`config.mk`:
```
export PLATFORM = sky130hd
export DESIGN_NAME = inst_dispatch_ctrl
export DESIGN_NICKNAME = d
export VERILOG_FILES = /design/src/rtl/inst_dispatch_ctrl.sv
export SDC_FILE = /design/constraint.sdc
export NUM_CORES = 1
export LEC_CHECK = 0
export CAP_MARGIN = 25
export CORE_MARGIN = 2
export CORE_UTILIZATION = 45
export DETAILED_ROUTE_END_ITERATION = 10
export PLACE_DENSITY_LB_ADDON = 0.3
export REMOVE_ABC_BUFFERS = 1
export SLEW_MARGIN = 0
export SYNTH_ARGS = -nofsm -noshare
export SYNTH_HDL_FRONTEND = slang
export SYNTH_SLANG_ARGS = --single-unit
```
`constraint.sdc`:
```
create_clock -name clk -period 11.1 [get_ports clk]
set_clock_uncertainty 0.05 [all_clocks]
set_input_delay 1.665 -clock clk [delete_from_list [all_inputs] [get_ports clk]]
set_output_delay 1.665 -clock clk [all_outputs]
set_load 0.02 [all_outputs]
```
`src/rtl/inst_dispatch_ctrl.sv`:
```
// inst_dispatch_ctrl
//   Instruction queue and issue scheduler between the fetcher and the decoder.
//   Buffers fetched instructions in a circular FIFO and presents at most one
//   instruction per cycle, only when the ROB and the target station (LSB for
//   loads/stores, RS otherwise) both have room. Flushes on rollback and stops
//   issuing once END_INST has issued.
//
//   Optional feature macro: INST_DISPATCH_BYPASS_EN
//     defined   -> an instruction offered while the FIFO is empty may issue in
//                  the same cycle without being stored.
//     undefined -> every instruction is stored first (1-cycle minimum latency).
//
//   state | meaning
//   ------+--------------------------------------------------------------
//   RUN   | normal operation, head issues when resources are free
//   HALT  | END_INST has issued; no issue, pushes still accepted until full
module inst_dispatch_ctrl #(
  parameter int          DEPTH    = 8,
  parameter logic [31:0] END_INST = 32'h0ff00513
) (
  input  logic                       clk,
  input  logic                       rst,
  input  logic                       rdy,
  input  logic                       rollback,
  input  logic                       in_valid,
  input  logic [31:0]                in_inst,
  input  logic [31:0]                in_pc,
  input  logic                       in_is_jump,
  output logic                       in_full,
  input  logic                       rob_full,
  input  logic                       rs_full,
  input  logic                       lsb_full,
  output logic                       out_valid,
  output logic [31:0]                out_inst,
  output logic [31:0]                out_pc,
  output logic                       out_is_jump,
  output logic                       halted,
  output logic [$clog2(DEPTH):0]     count
);

  localparam int PW = $clog2(DEPTH);
  localparam int CW = PW + 1;

  typedef enum logic [0:0] {
    RUN  = 1'b0,
    HALT = 1'b1
  } state_t;

  state_t          state_q, state_d;
  logic [PW-1:0]   head_q, tail_q;
  logic [CW-1:0]   count_q;

  logic [31:0]     inst_mem [DEPTH];
  logic [31:0]     pc_mem   [DEPTH];
  logic [DEPTH-1:0] jump_mem;

  logic [31:0]     head_inst;
  logic [31:0]     head_pc;
  logic            head_jump;
  logic            fifo_issue;
  logic            byp_issue;
  logic            push;
  logic            pop;

  // Loads and stores go to the LSB; everything else to the RS.
  function automatic logic is_lsb_op(input logic [31:0] inst);
    return (inst[6:0] == 7'b0000011) || (inst[6:0] == 7'b0100011);
  endfunction

  function automatic logic station_full(input logic [31:0] inst,
                                        input logic lsb_f,
                                        input logic rs_f);
    return is_lsb_op(inst) ? lsb_f : rs_f;
  endfunction

  assign head_inst = inst_mem[head_q];
  assign head_pc   = pc_mem[head_q];
  assign head_jump = jump_mem[head_q];

  // full flag derives from the registered count, so a same-cycle pop never
  // makes room for a push
  assign in_full = (count_q == CW'(DEPTH));
  assign count   = count_q;
  assign halted  = (state_q == HALT);

  // Issue decisions, push/pop strobes and output muxing.
  always_comb begin
    fifo_issue = 1'b0;
    byp_issue  = 1'b0;
    push       = 1'b0;
    pop        = 1'b0;

    fifo_issue = rdy && !rollback && (state_q == RUN) && (count_q != '0) &&
                 !rob_full && !station_full(head_inst, lsb_full, rs_full);

`ifdef INST_DISPATCH_BYPASS_EN
    byp_issue  = rdy && !rollback && (state_q == RUN) && (count_q == '0) &&
                 in_valid && !rob_full &&
                 !station_full(in_inst, lsb_full, rs_full);
`else
    byp_issue  = 1'b0;
`endif

    pop  = fifo_issue;
    push = rdy && in_valid && !rollback && !in_full && !byp_issue;
  end

  // Next state and decoder-facing outputs; outputs are zero when not issuing.
  always_comb begin
    state_d     = state_q;
    out_valid   = 1'b0;
    out_inst    = 32'h0;
    out_pc      = 32'h0;
    out_is_jump = 1'b0;

    if (byp_issue) begin
      out_valid   = 1'b1;
      out_inst    = in_inst;
      out_pc      = in_pc;
      out_is_jump = in_is_jump;
    end else if (fifo_issue) begin
      out_valid   = 1'b1;
      out_inst    = head_inst;
      out_pc      = head_pc;
      out_is_jump = head_jump;
    end

    if (rdy) begin
      if (rollback) begin
        state_d = RUN;
      end else if (out_valid && (out_inst == END_INST)) begin
        state_d = HALT;
      end
    end
  end

  // State register.
  always_ff @(posedge clk or negedge rst) begin
    if (!rst) begin
      state_q <= RUN;
    end else begin
      state_q <= state_d;
    end
  end

  // Pointers and occupancy; rdy low freezes everything.
  always_ff @(posedge clk or negedge rst) begin
    if (!rst) begin
      head_q  <= '0;
      tail_q  <= '0;
      count_q <= '0;
    end else if (rdy) begin
      if (rollback) begin
        head_q  <= '0;
        tail_q  <= '0;
        count_q <= '0;
      end else begin
        if (pop) begin
          head_q <= head_q + PW'(1);
        end
        if (push) begin
          tail_q <= tail_q + PW'(1);
        end
        case ({push, pop})
          2'b10:   count_q <= count_q + CW'(1);
          2'b01:   count_q <= count_q - CW'(1);
          default: count_q <= count_q;
        endcase
      end
    end
  end

  // Entry storage; contents are only meaningful between head and tail.
  always_ff @(posedge clk) begin
    if (push) begin
      inst_mem[tail_q] <= in_inst;
      pc_mem[tail_q]   <= in_pc;
      jump_mem[tail_q] <= in_is_jump;
    end
  end

endmodule

```
==> results.md, run 1 <==
Outcome:
- The run finished with clean final reports.

Routing:
- The DRC violation count after routing is 0.
- The length of the first detailed-routing pass in iterations is 4.
- In the detailed route, the total length drawn on met3 is 2192 µm.
- The highest layer touched by signal routing is met5.
- The met2 wirelength from detailed routing is 20,460 µm.
- For this block, wires on met1 add up to 18,010 µm.
- The final antenna-violating net count is 0.
- The post-detailed-routing wire length is 41,440 µm.
- Summing over every cut layer, the via total after detailed routing is 9,727.
- The post-detailed-route wirelength per cell is 23.41 µm.
- The DRC marker count from the first detailed-route iteration is 749.
- The average via count per standard cell is 5.495.

Logic synthesis:
- The async set or reset register ratio after synthesis is 0.02072.
- The number of warnings printed during yosys synthesis is 0.
- The combined area of all synthesized cells is 20,710 µm².
- The cell accounting for the most synthesized area is edfxtp_1.
- After synthesis, the netlist uses 48 different library cells.
- The most used flip-flop cell after synthesis is edfxtp_1.
- The mean cell area of the mapped netlist is 21.50 µm².
- Among all cell types in the netlist, the one instantiated most often is edfxtp_1.
- The number of enable flip-flop cells after synthesis is 520.
- For this run, the register share of the synthesized area comes to 0.7673.
- In the synthesized netlist, the number of instances is 963.
- The share of synthesized area in the top cell type comes to 0.7540.
- In the post-synthesis netlist, the biggest area contributors are edfxtp_1, mux4_2, mux2i_1.
- The post-synthesis register bit count is 531.
- The commonest cells after synthesis are edfxtp_1, mux4_2, nor2_1, mux2i_1, buf_2.

Pwr:
- For this design the ratio of total power to cell area is 179.9 nW/µm².
- The part of the total power dissipated in sequential elements is 0.515.
- Of the total power, combinational logic draws 0.115.
- The peak ir drop on the vdd network is 0.0001166 V.
- The total power consumption of the routed design is 4.405 mW.
- The net switching power is 0.9832 mW.
- The internal portion of total power is 3.422 mW.
- The clock power share is 0.370.
- Of the total power, the share spent switching nets is 0.2232.
- The cell leakage power is 7.457 nW.

STA:
- The share of the cycle needed by the critical path after routing is 0.6036.
- The number of hold-slack violations in the final timing report is 0.
- The total negative slack for setup checks is 0 ns.
- At the pin with the least slew margin, the transition time is 1.038 ns.
- The total setup violations reported at the end of the flow is 0.
- Hold timing on the final database bottoms out at a slack of 0.4875 ns.
- Subtracting the final worst setup slack from the clock period gives 6.700 ns.
- The worst pin sits at a relative slew slack of 0.3079.
- The total count of max-transition violations in the final report is 0.
- Based on the critical path, the design can be clocked at up to 149.3 MHz.
- Setup repair after global routing left no endpoint under its margin.

Floorplanning:
- The width of the die is 218.5 µm.
- Pin placement for this block handled 145 I/O pins.
- The floorplan has 78 rows.
- The area of the core is 45,380 µm².
- The die is 218.5 µm tall.
- The initial cell density of the core is 0.4563.
- The die outline area is 47,750 µm².

Worst setup path:
- For the worst setup path, the data required time is 9.39 ns.
- The cell with the largest stage delay on the worst path is dfrtp_4.
- Traced cell by cell, the critical path runs through buf_4, mux2_2, a311oi_2, and4_1, a211o_4, inv_2, and2_1, clkdlybuf4s50_1.
- The endpoint identified for the worst register-to-register timing path is count[3]$_DFFE_PN0P_.
- The worst setup path is captured at an output pin.
- The largest fanout on the critical path is 78.
- The count of cells along the worst register-to-register path is 12.
- Across all register-to-register paths, the minimum setup slack is 5.94 ns.
- The reg-to-reg startpoint is head_q[2]$_DFFE_PN0P_.
- In this design, the stage delay of the slowest critical-path cell is 0.88 ns.
- The critical path is of the register to output pin type.
- The worst path arrival time is 4.99 ns.
- The worst setup path is launched from a register.

Clock tree:
- The clock net sink count is 531.
- The post-cts resize count is 0.
- In this run the number of H-tree levels came out at 2.
- The root buffer cell chosen for the clock tree is clkbuf_16.
- The insertion delay to the later sink of the worst-skew pair is 0.59 ns.
- After clock tree synthesis, the clock-pin slew on the worst setup and hold paths is 0.06 ns.
- The maximum buffer depth of the clock tree is 3.
- The number of setup buffers added after CTS is 0.
- The number of hold buffers added after CTS is 0.
- The number of buffers created by CTS is 53.
- TritonCTS built the clock tree.

Place:
- The weighted congestion reported at the end of routability-driven placement is 0.7389.
- After detailed placement, the design holds a cell count of 1,671.
- Buffers placed on the I/O ports in this run total 144.
- The wire-length estimate of the detail-placed layout is 22,000 µm.

Worst hold path:
- The min-delay analysis places its worst path in the category register to register.
- The endpoint of the worst hold path is halted$_DFFE_PN0P_.
- The startpoint identified for the worst hold timing path is halted$_DFFE_PN0P_.
- Counting instances, the worst hold path has a depth of 1.

Global route:
- The maximum number of pins on one net before global-route repair is 78.
- The via count of the first global-routing pass is 10,210.
- The global-route usage over all layers is 0.1783.
- The remaining global-route overflow is 0.
- The wire length of the first global-routing pass is 62,750 µm.
- The number of antenna violations at the first check in global routing was 2.

Layout:
- Excluding fillers, the count of instances in the completed layout stands at 1,770.
- From synthesis to final layout, the design area changed by 18.22%.
- After filler insertion, the fill cell instance count of the layout stands at 3,458.
- The share of post-route cells with drive strength above 1 is 0.2010.
- The number of nets in the layout is 1,207.
- Measured on the finished design, the core utilization comes to 0.5395.

Flow run:
- The number of violations of the max-capacitance limit is 0.
==> power by group through the flow <==
stage	sequential (mW)	combinational [mW]	clock [mW]
after floorplan	2.37	0.329	0
after global placement	2.31	0.508	0
after global routing	2.27	0.552	1.74
after detailed placement	2.31	0.513	0
final	2.27	0.507	1.63
after CTS	2.27	0.515	1.67
==> placed cells by master, fill, tap and decap left out, drive strengths merged, types with 10 or more instances in the layout <==
master	count
edfxtp	520
clkdlybuf4s50	144
mux4	129
nor2	81
clkbuf	72
mux2i	66
buf	18
clkinv	18
nand2	15
inv	11
dfrtp	11
nand3	10
==> worst max path at each step <==
stage	end	depth (start not counted)	slack, ns	start
6_report	out_inst[6]	8	4.40	head_q[2]$_DFFE_PN0P_
5_1_grt	out_inst[6]	8	4.12	head_q[2]$_DFFE_PN0P_
4_1_cts	out_inst[6]	9	4.23	head_q[0]$_DFFE_PN0P_
3_5_place_dp	out_inst[6]	9	4.87	head_q[0]$_DFFE_PN0P_
3_3_place_gp	out_inst[4]	7	4.85	rollback
2_1_floorplan	out_inst[1]	7	1.06	head_q[0]$_DFFE_PN0P_
==> state kept, by name (all words and copies together) (netlist names) <==
signal,flops
count,4
tail_q,3
jump_mem,8
head_q,3
halted,1
pc_mem,256
inst_mem,256
==> critical path: cells and delay by family (launching register included) <==
| family | cells | cell delay, ns |
|---|---|---|
| compound gates | 2 | 1.13 |
| simple gates | 2 | 0.48 |
| flops | 1 | 0.88 |
| buf+inv | 3 | 1.41 |
| mux | 1 | 0.44 |
==> through the flow <==
stage | setup WS (ns) | area (µm²)
CTS | 4.231 | 24410
detailed placement | 4.868 | 22830
finish | 4.400 | 24480
floorplan | 1.061 | 20450
global placement | 4.854 | 22830
global route | 4.120 | 24480
==> kinds of logic (layout without fill, tap and decap cells) <==
family,Yosys count,count (layout),synth area share
and+or+nand+nor,142,142,0.03136
AOI/OAI and AO/OA,24,24,0.008943
adders and majority gates,5,5,0.003384
xor gates and xnor gates,4,4,0.001692
muxes,197,197,0.1733
buffers and inverters,60,266,0.01402
other,0,1,0
DFF,531,531,0.7673
==> area by class of cell <==
cell class / count / area, µm² / share of cell area
clock buffer: 72 / 1438 / 0.05872
antenna: 1 / 2.502 / 0.0001022
sequential: 531 / 15900 / 0.6495
timing repair buffer: 162 / 1622 / 0.06623
tap: 600 / 750.7 / 0.03066
clock inverter: 23 / 142.6 / 0.005826
inverter: 9 / 33.78 / 0.001380
multi-input combinational: 372 / 4592 / 0.1876
==> layer usage <==
metal,global-route usage,vias to the layer above
met2,0.2917,244
met5,0,-
met4,0.05283,2
met3,0.03312,56
li1,-,4314
met1,0.2457,5111
Power figures use the tool's default switching activity.
==> inputs of run 2 (changes only) <==
clock period = 5.7 ns   (was 11.1 ns; I/O delays follow)
==> results.md, run 2 (synthesis results as in run 1) <==
Clock tree:
- The maximum buffer depth of the clock tree was 3 (unchanged).
- The insertion delay to the later sink of the worst-skew pair is 0.60 ns (about the same).
- The post-CTS setup buffer count is 0 (unchanged).
- The count of H-tree levels built during CTS is 2 (unchanged).
- The clock net sink count is 531 (unchanged).
- The post-cts resize count is 0 (unchanged).
- The number of hold buffers added after CTS came to 0 (unchanged).
- The number of buffers created by CTS is 53 (unchanged).
- TritonCTS built the clock tree.
- The root buffer selected by CTS is clkbuf_16.
- The post-CTS clock slew at the launch and capture registers of the worst setup and hold paths is 0.06 ns (about the same).

Routing:
- The vias after detailed routing was 9,921 (+2.0%).
- The final antenna-violating net count came to 0 (unchanged).
- The post-detailed-routing wire length is 42,920 µm (+3.6%).
- The length of the first detailed-routing pass in iterations is 5 (+1).
- The DRC marker count from the first detailed-route iteration is 821 (+9.6%).
- The post-detailed-route wirelength per cell came to 24.14 µm (+3.1%).
- The DRC violation count after routing is 0 (unchanged).
- The average via count per standard cell came to 5.580 (+1.5%).

Worst hold path:
- The kind of path behind the tightest hold check is register to register.

Worst setup path:
- The worst path arrival time is 4.55 ns (-0.44 ns).
- The type of destination of the critical path is an output pin.
- The critical path goes through mux4_2, mux2_2, a311oi_2, a41oi_1, a211o_4, buf_4, nor2_1, clkdlybuf4s50_1.
- The critical path class is register to output pin.
- STA classifies the critical path startpoint as a register.
- The largest fanout on the critical path is 28 (-64%).
- The required arrival time at the worst endpoint is 4.80 ns (-4.59 ns).
- The worst path buffer plus inverter count is 2 (-1).
- Broken down by cell family, the worst path's largest delay share belongs to compound AO/OA/AOI/OAI gates.
- The peak per-stage delay on the critical path came to 0.70 ns (-0.18 ns).
- The cell with the largest stage delay on the worst path is dfrtp_4.

STA:
- The slew at the pin with the worst max-slew slack came to 1.029 ns (-0.008900 ns).
- The number of hold-slack violations in the final timing report came to 0 (unchanged).
- The highest attainable clock frequency is 183.5 MHz.
- The total negative slack for setup checks is 0 ns (unchanged).
- Setup repair after global routing left no endpoint under its margin.
- The headroom to the max-slew limit came to 0.3139 (+0.005934).
- The minimum clock period is 5.450 ns.
- The total setup violations reported at the end of the flow is 0 (unchanged).
- The total count of max-transition violations in the final report came to 0 (unchanged).
- The final worst slack is 0.2498 ns (-4.150 ns).
- Of the available clock period, the critical path in the final layout requires 0.9562.

Layout:
- The fraction of the core area covered by cells at the end of the flow is 0.5457 (+0.006203).
- The number of nets in the layout is 1,214 (+0.58%).
- In the layout the commonest cells are edfxtp_1, clkdlybuf4s50_1, mux4_2, nor2_1, mux2i_1.
- In the final layout, the registers with the most flip-flops are inst_mem (256), pc_mem (256), jump_mem (8).
- The area overhead of the layout relative to synthesis is 19.58%.
- The library cell used most frequently in the layout, excluding fill and tap cells, is edfxtp_1.
- The share of post-route cells with drive strength above 1 is 0.2167 (+0.01563).
- The final cell count without fillers is 1,778 (+0.45%).
- The number of fillers in the final layout is 3,486 (+0.81%).

Place:
- The port buffer count is 144 (unchanged).
- The sum of net half-perimeters after detailed placement is 22,670 µm (+3.1%).
- The placed cell count is 1,680 (+0.54%).
- The weighted congestion reported at the end of routability-driven placement is 0.7477 (+1.2%).
- The pre-CTS setup slack is 0.8669 ns (-4.001 ns).

Global route:
- The remaining global-route overflow came to 0 (unchanged).
- The maximum number of pins on one net before global-route repair is 66 (-15%).
- The global-route usage over all layers came to 0.1825 (+0.004141).
- The via count of the first global-routing pass is 10,360 (+1.5%).
- The number of antenna violations at the first check in global routing is 3 (+1).
- The wire length of the first global-routing pass was 64,340 µm (+2.5%).

Floorplanning:
- The I/O pin count came to 145 (unchanged).
- The initial cell density of the core is 0.4563 (unchanged).
- The overall die height is 218.5 µm (unchanged).
- The width of the die is 218.5 µm (unchanged).
- The number of placement rows is 78 (unchanged).
- The die outline area is 47,750 µm² (unchanged).
- The area of the core is 45,380 µm² (unchanged).

Pwr:
- The cell leakage power is 7.596 nW (+1.9%).
- The peak ir drop on the vdd network is 0.0001903 V (+63%).
- The power density over cell area was 358.5 nW/µm² (+99%).

Flow run:
- The number of violations of the max-capacitance limit is 0 (unchanged).

Outcome:
- The run finished with clean final reports.
-- run 2: changes by cell type in the layout (fill, tap and decap cells not counted), sizes merged --
cell	change
clkbuf	-10
a211o	+1
clkinv	+5
bufinv	+5
inv	+1
buf	+6
-- run 2: layout make-up --
class                   count  area [µm²]  area share
diodes                      1       2.502   0.0001011
well taps                 600       750.7     0.03032
clock buffers              62        1400     0.05654
repair buffers            168        1742     0.07033
flip-flops and latches    531       15900      0.6421
multi-input cells         373        4602      0.1858
clock inverters            34       331.6     0.01339
inverters                   9       33.78    0.001364
-- run 2: where the power goes --
group	internal, mW	leakage, nW	switching, mW
clock network	2.03	0.864	1.45
logic	0.503	1.91	0.477
registers	4.36	4.82	0.0661
total	6.89	7.60	1.99
-- run 2: metrics by stage --
stage / power [mW] / instance area, µm² / hold WS (ns)
6_report: 8.879 / 24760 / 0.5208
5_1_grt: 9.205 / 24760 / 0.5640
3_5_place_dp: 5.507 / 23020 / 0.5037
4_1_cts: 8.970 / 24750 / 0.5196
2_1_floorplan: 5.252 / 20450 / 0.4627
3_3_place_gp: 5.482 / 22990 / 0.4920
-- run 2: per-layer routing --
metal | up-vias | share of wire | wire length [µm] | track usage
met2 | 266 | 0.48 | 20610 | 0.2921
li1 | 4325 | - | - | -
met1 | 5258 | 0.44 | 19090 | 0.2550
met3 | 68 | 0.054 | 2338 | 0.04022
met5 | - | 0.00054 | 23 | 0
met4 | 4 | 0.020 | 857 | 0.04921
-- run 2: final timing paths --
| check | from | to | slack, ns | cells after the start |
|---|---|---|---|---|
| max | head_q[0]$_DFFE_PN0P_ | out_pc[28] | 0.25 | 8 |
| min | tail_q[0]$_DFFE_PN0P_ | tail_q[0]$_DFFE_PN0P_ | 0.52 | 2 |
| max reg2reg | head_q[0]$_DFFE_PN0P_ | count[3]$_DFFE_PN0P_ | 1.25 | 12 |
| min reg2reg | tail_q[0]$_DFFE_PN0P_ | tail_q[0]$_DFFE_PN0P_ | 0.52 | 2 |
| max in group asynchronous | rst | head_q[0]$_DFFE_PN0P_ | 4.60 | 1 |
| min in group asynchronous | rst | head_q[2]$_DFFE_PN0P_ | 0.57 | 1 |
-- run 2: tightest hold or removal path: stages, from the launching register on --
cell	delay, ns
dfrtp_1	0.39
nand3_1	0.08
nand2_1	0.06
